--- src/rtl/draw_pkg.sv ---
// Shared drawing definitions: screen geometry, VGA field widths and blitter states.
package draw_pkg;
  localparam int unsigned SCREEN_W = 160;
  localparam int unsigned SCREEN_H = 120;
  localparam int unsigned X_W      = 8;
  localparam int unsigned Y_W      = 7;
  localparam int unsigned COLOUR_W = 9;

  typedef enum logic [1:0] {IDLE, SCAN, DRAIN} blit_state_t;
endpackage

--- src/rtl/blit_scan_counter.sv ---
// Raster-order col/row/address counter for a W x H sprite; the address
// increments alongside col/row, so no multiplier is needed.
module blit_scan_counter
  import draw_pkg::*;
#(
  parameter int unsigned W      = 80,
  parameter int unsigned H      = 40,
  parameter int unsigned ADDR_W = 12
) (
  input  logic              clk,
  input  logic              reset,
  input  logic              en,
  input  logic              clear,
  output logic [X_W-1:0]    col,
  output logic [Y_W-1:0]    row,
  output logic [ADDR_W-1:0] addr,
  output logic              last
);
  localparam logic [X_W-1:0] COL_MAX = X_W'(W - 1);
  localparam logic [Y_W-1:0] ROW_MAX = Y_W'(H - 1);

  logic col_end;

  assign col_end = (col == COL_MAX);
  assign last    = col_end && (row == ROW_MAX);

  always_ff @(posedge clk or posedge reset) begin
    if (reset) begin
      col  <= '0;
      row  <= '0;
      addr <= '0;
    end else if (clear) begin
      col  <= '0;
      row  <= '0;
      addr <= '0;
    end else if (en) begin
      if (col_end) begin
        col <= '0;
        // Wrap everything after the final pixel so the next blit starts at 0.
        if (last) begin
          row  <= '0;
          addr <= '0;
        end else begin
          row  <= row + 1'b1;
          addr <= addr + 1'b1;
        end
      end else begin
        col  <= col + 1'b1;
        addr <= addr + 1'b1;
      end
    end
  end
endmodule

--- src/rtl/draw_sprite_blit.sv ---
// Sprite blitter: scans a W x H colour ROM and streams clipped, optionally
// colour-keyed pixels at a runtime origin, one per clock.
module draw_sprite_blit
  import draw_pkg::*;
#(
  parameter int unsigned W          = 80,
  parameter int unsigned H          = 40,
  parameter int unsigned ADDR_W     = 12,
  parameter int unsigned COLOUR_W   = 9,
  parameter int unsigned ROM_LAT    = 1,
  parameter int unsigned TRANSP_EN  = 0,
  parameter logic [COLOUR_W-1:0] TRANSP_KEY = 9'h1FF
) (
  input  logic                clk,
  input  logic                reset,
  input  logic                start,
  input  logic [X_W-1:0]      origin_x,
  input  logic [Y_W-1:0]      origin_y,
  output logic [ADDR_W-1:0]   rom_addr,
  input  logic [COLOUR_W-1:0] rom_q,
  output logic [X_W-1:0]      x,
  output logic [Y_W-1:0]      y,
  output logic [COLOUR_W-1:0] colour,
  output logic                plot,
  output logic                busy,
  output logic                done
);
  blit_state_t    state;
  logic [X_W-1:0] org_x;
  logic [Y_W-1:0] org_y;
  logic [1:0]     drain_cnt;

  logic           cnt_en;
  logic           cnt_clear;
  logic           cnt_last;
  logic [X_W-1:0] cnt_col;
  logic [Y_W-1:0] cnt_row;

  logic           vld_pipe [ROM_LAT];
  logic [X_W-1:0] col_pipe [ROM_LAT];
  logic [Y_W-1:0] row_pipe [ROM_LAT];

  logic           vld_d;
  logic [X_W:0]   sum_x;
  logic [Y_W:0]   sum_y;
  logic           clip;
  logic           transp;

  assign cnt_en    = (state == SCAN);
  assign cnt_clear = (state == IDLE) && start;

  blit_scan_counter #(
    .W      (W),
    .H      (H),
    .ADDR_W (ADDR_W)
  ) u_scan (
    .clk   (clk),
    .reset (reset),
    .en    (cnt_en),
    .clear (cnt_clear),
    .col   (cnt_col),
    .row   (cnt_row),
    .addr  (rom_addr),
    .last  (cnt_last)
  );

  always_ff @(posedge clk or posedge reset) begin
    if (reset) begin
      state     <= IDLE;
      org_x     <= '0;
      org_y     <= '0;
      drain_cnt <= '0;
      busy      <= 1'b0;
      done      <= 1'b0;
    end else begin
      done <= 1'b0;
      case (state)
        IDLE: begin
          // busy stays up through the done cycle and only drops here.
          busy <= start;
          if (start) begin
            org_x <= origin_x;
            org_y <= origin_y;
            state <= SCAN;
          end
        end
        SCAN: begin
          busy <= 1'b1;
          if (cnt_last) begin
            drain_cnt <= '0;
            state     <= DRAIN;
          end
        end
        DRAIN: begin
          busy <= 1'b1;
          if (drain_cnt == 2'(ROM_LAT - 1)) begin
            done  <= 1'b1;
            state <= IDLE;
          end else begin
            drain_cnt <= drain_cnt + 1'b1;
          end
        end
        default: state <= IDLE;
      endcase
    end
  end

  // col/row/valid travel alongside the ROM read so they line up with rom_q.
  always_ff @(posedge clk or posedge reset) begin
    if (reset) begin
      for (int unsigned i = 0; i < ROM_LAT; i++) begin
        vld_pipe[i] <= 1'b0;
        col_pipe[i] <= '0;
        row_pipe[i] <= '0;
      end
    end else begin
      vld_pipe[0] <= (state == SCAN);
      col_pipe[0] <= cnt_col;
      row_pipe[0] <= cnt_row;
      for (int unsigned i = 1; i < ROM_LAT; i++) begin
        vld_pipe[i] <= vld_pipe[i-1];
        col_pipe[i] <= col_pipe[i-1];
        row_pipe[i] <= row_pipe[i-1];
      end
    end
  end

  assign vld_d  = vld_pipe[ROM_LAT-1];
  assign sum_x  = {1'b0, org_x} + {1'b0, col_pipe[ROM_LAT-1]};
  assign sum_y  = {1'b0, org_y} + {1'b0, row_pipe[ROM_LAT-1]};
  assign clip   = (sum_x >= (X_W+1)'(SCREEN_W)) || (sum_y >= (Y_W+1)'(SCREEN_H));
  assign transp = (TRANSP_EN != 0) && (rom_q == TRANSP_KEY);

  assign x      = sum_x[X_W-1:0];
  assign y      = sum_y[Y_W-1:0];
  assign colour = vld_d ? rom_q : '0;
  assign plot   = vld_d && !clip && !transp;
endmodule

--- config.mk ---
export PLATFORM = sky130hd
export DESIGN_NAME = draw_sprite_blit
export DESIGN_NICKNAME = d
export VERILOG_FILES = /design/src/rtl/draw_pkg.sv /design/src/rtl/blit_scan_counter.sv /design/src/rtl/draw_sprite_blit.sv
export SDC_FILE = /design/constraint.sdc
export NUM_CORES = 1
export LEC_CHECK = 0
export BUFFER_PORTS_ARGS = -buffer_cell sky130_fd_sc_hd__buf_2
export CELL_PAD_IN_SITES_DETAIL_PLACEMENT = 1
export CELL_PAD_IN_SITES_GLOBAL_PLACEMENT = 2
export CORE_ASPECT_RATIO = 0.9
export CORE_MARGIN = 2
export CORE_UTILIZATION = 34
export DETAILED_ROUTE_END_ITERATION = 7
export PLACE_DENSITY = 0.92
export SYNTH_ARGS = -nofsm -noshare
export SYNTH_HDL_FRONTEND = slang
export SYNTH_SLANG_ARGS = --single-unit
--- constraint.sdc ---
create_clock -name clk -period 2.9 [get_ports clk]
set_clock_uncertainty 0.15 [all_clocks]
set_input_delay 0.725 -clock clk [delete_from_list [all_inputs] [get_ports clk]]
set_output_delay 0.725 -clock clk [all_outputs]
set_load 0.03 [all_outputs]
==> flow_summary.toml <==
[run_status]
run_status = "finished with violations"
failed_checks = "negative setup slack"

[finish]
layout-drive-gt1-share_pct = 33.8
antenna_cells = 0
fin_nets = 512
stdcell_area_um2 = 4590
area_delta_synth_final_pct = 34.6
fin_util_pct = 47.3

[routing]
detailedRoute.firstPassIterationCount = 4
route.final.wire_length_um = 9120
routed_vias_inst = 5.05
drt_iter0_drc = 55
post_drt_wl_per_cell_um = 15.5
drc = 0
postRouteAntennaNets = 0
num_vias = 2978

[placement]
dpl_cell_area_um2 = 4120
place_congestion = 0.821
numPortBuffers = 65
place_hpwl_um = 6800

[cts]
cts_inserted_buffers = 9
cts.htree.levels = 3
clock_tree.buffer_depth = 2
worst_skew_pair.late_latency_ps = 330
cts-hold-fix-buffers = 0
cts_tree = "done"
cts_sinks = 64
clk_pin_slew_ps = 70
clk_root_buffer_cell = "sky130_fd_sc_hd__clkbuf_8"

[yosys]
synthCells = 357
synth-warning-count = 0
synth.avg_cell_area_um2 = 9.55
number_of_distinct_standard_cells_referenced_by_the_synthesized_netlist = 46
synth_enable_flop_cells = 0
register_bit_total_from_synthesis = 64
synth_net_count = 410
synthFlopType = "sky130_fd_sc_hd__dfrtp_1"
syn-cell-area_um2 = 3410
asyncSetResetFlopFracSynth_pct = 100
seq_area_frac_synth_pct = 47.0

[timing]
finalWorstPathRequiredPeriod_ps = 3370
worst_slew_pin_slew_ps = 518
final_min_period_over_clock_period_pct = 116
final-hold-violation-count = 0
hold-worst-slack_ps = 271
count_of_final_setup_violators = 5
worst_slack_ps = -467
setup_repair_after_global_routing_missed_its_margin = "true"
achievable-frequency_ghz = 0.297
final_max_slew_violation_count = 0
timing.slew.headroom_pct = 65.4

[floorplanning]
core_region_area_um2 = 9700
core.rowCount = 34
die_height_um = 99
start_util_pct = 35.2
io-pin-count = 66
die-width_um = 110
die_area_um2 = 10800

[global_route]
first_global_vias = 3225
grt_usage_pct = 17.9
grt_first_pass_wirelength_um = 15400
grt_overflow_total = 0
maximum_number_of_pins_on_one_net_before_global_route_repair = 44
antenna_found_initial = 0

[power_and_ir_drop]
peakVddDrop_uv = 295
power_density_nw_per_um2 = 378
cellLeakagePower_nw = 2.25

[critical_path]
startpoint_type = "flip-flop"
critical_path.max_fanout = 3
worst_setup_path_end_kind = "output pin"
required_ps = 2030
worstPathArrival_ps = 2490
crit_type = "reg2out"

[hold_path]
hold_path_class = "in2async"

[flow_run]
drv.max_cap_violation_count = 0
[worst max-delay path, stage by stage (launching register included)]
cell	delay, ps
sky130_fd_sc_hd__dfrtp_1	410
sky130_fd_sc_hd__ha_4	160
sky130_fd_sc_hd__inv_2	40
sky130_fd_sc_hd__fa_2	340
sky130_fd_sc_hd__nor2b_2	130
sky130_fd_sc_hd__o31a_1	190
sky130_fd_sc_hd__o31a_1	210
sky130_fd_sc_hd__o2111ai_2	120
sky130_fd_sc_hd__o311a_1	180
sky130_fd_sc_hd__a211oi_4	220
sky130_fd_sc_hd__buf_6	160
[synthesized netlist by cell type (all sizes together), types with 2 or more instances]
cell type  number  share of area [%]
dfrtp          64                 47
nand2          60                6.6
o21ai          35                5.1
nor2           31                3.4
ha             24                8.8
inv            17                1.9
nand3          15                2.2
and2           13                2.5
and3           10                1.9
a21oi           8                1.2
nand4           8                1.9
xor2            8                2.1
o21a            6                1.3
o31a            6                1.5
a211oi          5                1.1
clkbuf          5               0.55
xnor2           5                1.3
nor3            4               0.59
o31ai           3               0.66
a21o            2               0.44
buf             2               0.48
fa              2                1.2
mux2i           2               0.59
nand2b          2               0.37
nand3b          2               0.44
nor2b           2               0.37
nor4b           2                1.1
or3             2               0.37
[power breakdown]
| part | total [mW] | switching [mW] | internal, mW |
|---|---|---|---|
| Sequential | 0.892 | 0 | 0.892 |
| Clock | 0.777 | 0.337 | 0.441 |
| Combinational | 0.0640 | 0.0412 | 0.0228 |
| Total | 1.73 | 0.378 | 1.36 |
[registers in the layout, indices dropped and copies added (netlist names)]
signal and cells:
busy 1, col_pipe 8, done 1, drain_cnt 2, org_x 8, org_y 7, row_pipe 7, state 2
u_scan.addr 12, u_scan.col 8, u_scan.row 7, vld_d 1
[cells by family (layout without fill, tap and decap cells)]
kind of cell / Yosys count / after routing / synth area share (%)
mux: 3 / 3 / 0.917
compound gates: 73 / 73 / 13.4
flops: 64 / 64 / 47.0
fa+ha+maj: 26 / 26 / 9.98
buf+inv: 24 / 131 / 2.90
simple gates: 154 / 154 / 22.5
xor+xnor: 13 / 13 / 3.34
[per-layer routing]
metal  global-route usage [%]  vias up  part of all wire, %
li1                         -     1446                    -
met1                     23.2     1460                   44
met2                     30.7       63                   50
met3                     3.37        9                  4.4
met4                     4.67        0                  1.1
met5                        0        -                    0
[path summary, 6_finish.rpt]
check	from	endpoint	slack (ps)	cells past startpoint
max in group asynchronous	reset	u_scan.row[0]	1720	3
min reg2reg	u_scan.col[0]	col_pipe[0]	300	0
max	org_x[0]	plot	-470	10
max reg2reg	state[1]	u_scan.col[5]	710	9
min in group clk	u_scan.col[0]	col_pipe[0]	300	0
min	reset	u_scan.addr[0]	270	2
[cell usage in the layout (no fill, tap or decap), types with 3 or more instances in the layout]
master                     count
sky130_fd_sc_hd__xnor2_1       4
sky130_fd_sc_hd__and2_1       10
sky130_fd_sc_hd__buf_6        10
sky130_fd_sc_hd__and3_1        7
sky130_fd_sc_hd__ha_4          7
sky130_fd_sc_hd__nand3_1      14
sky130_fd_sc_hd__o21ai_1       3
sky130_fd_sc_hd__nor2_1       26
sky130_fd_sc_hd__inv_1        14
sky130_fd_sc_hd__dfrtp_1      64
sky130_fd_sc_hd__a21oi_1       6
sky130_fd_sc_hd__xor2_1        8
sky130_fd_sc_hd__nand4_1       7
sky130_fd_sc_hd__clkbuf_8     11
sky130_fd_sc_hd__o31ai_1       3
sky130_fd_sc_hd__o21ai_0      30
sky130_fd_sc_hd__and3_2        3
sky130_fd_sc_hd__buf_4        30
sky130_fd_sc_hd__nand2_1      60
sky130_fd_sc_hd__o31a_1        6
sky130_fd_sc_hd__nor2_2        4
sky130_fd_sc_hd__ha_1         17
sky130_fd_sc_hd__o21a_1        6
sky130_fd_sc_hd__buf_2        57
sky130_fd_sc_hd__inv_2         3
[through the flow]
stage               power, mW  cells  setup WS [ps]  setup TNS (ps)
floorplan               0.941    357          -38.9           -38.9
global placement        0.974    571           -157            -157
detailed placement      0.975    571           -234            -342
CTS                      1.76    590           -536           -1640
global route             1.81    590           -579           -1700
finish                   1.73    590           -467           -1130
[area by class of cell]
cell class / count / area, um2
timing repair buffer: 98 / 643
clock buffer: 11 / 151
fill: 1123 / 5110
inverter: 17 / 63.8
multi-input combinational: 269 / 1920
sequential: 64 / 1600
tap: 126 / 158
clock inverter: 5 / 55.1
[timing repair]
action / in CTS / in global routing
endpoints found under the setup margin: 8 / 9
hold endpoints to repair: 0 / 0
pin swaps: 10 / 11
resized for setup: 38 / 20
buffers inserted: 3 / 2
(Power assumes the default switching activity.)
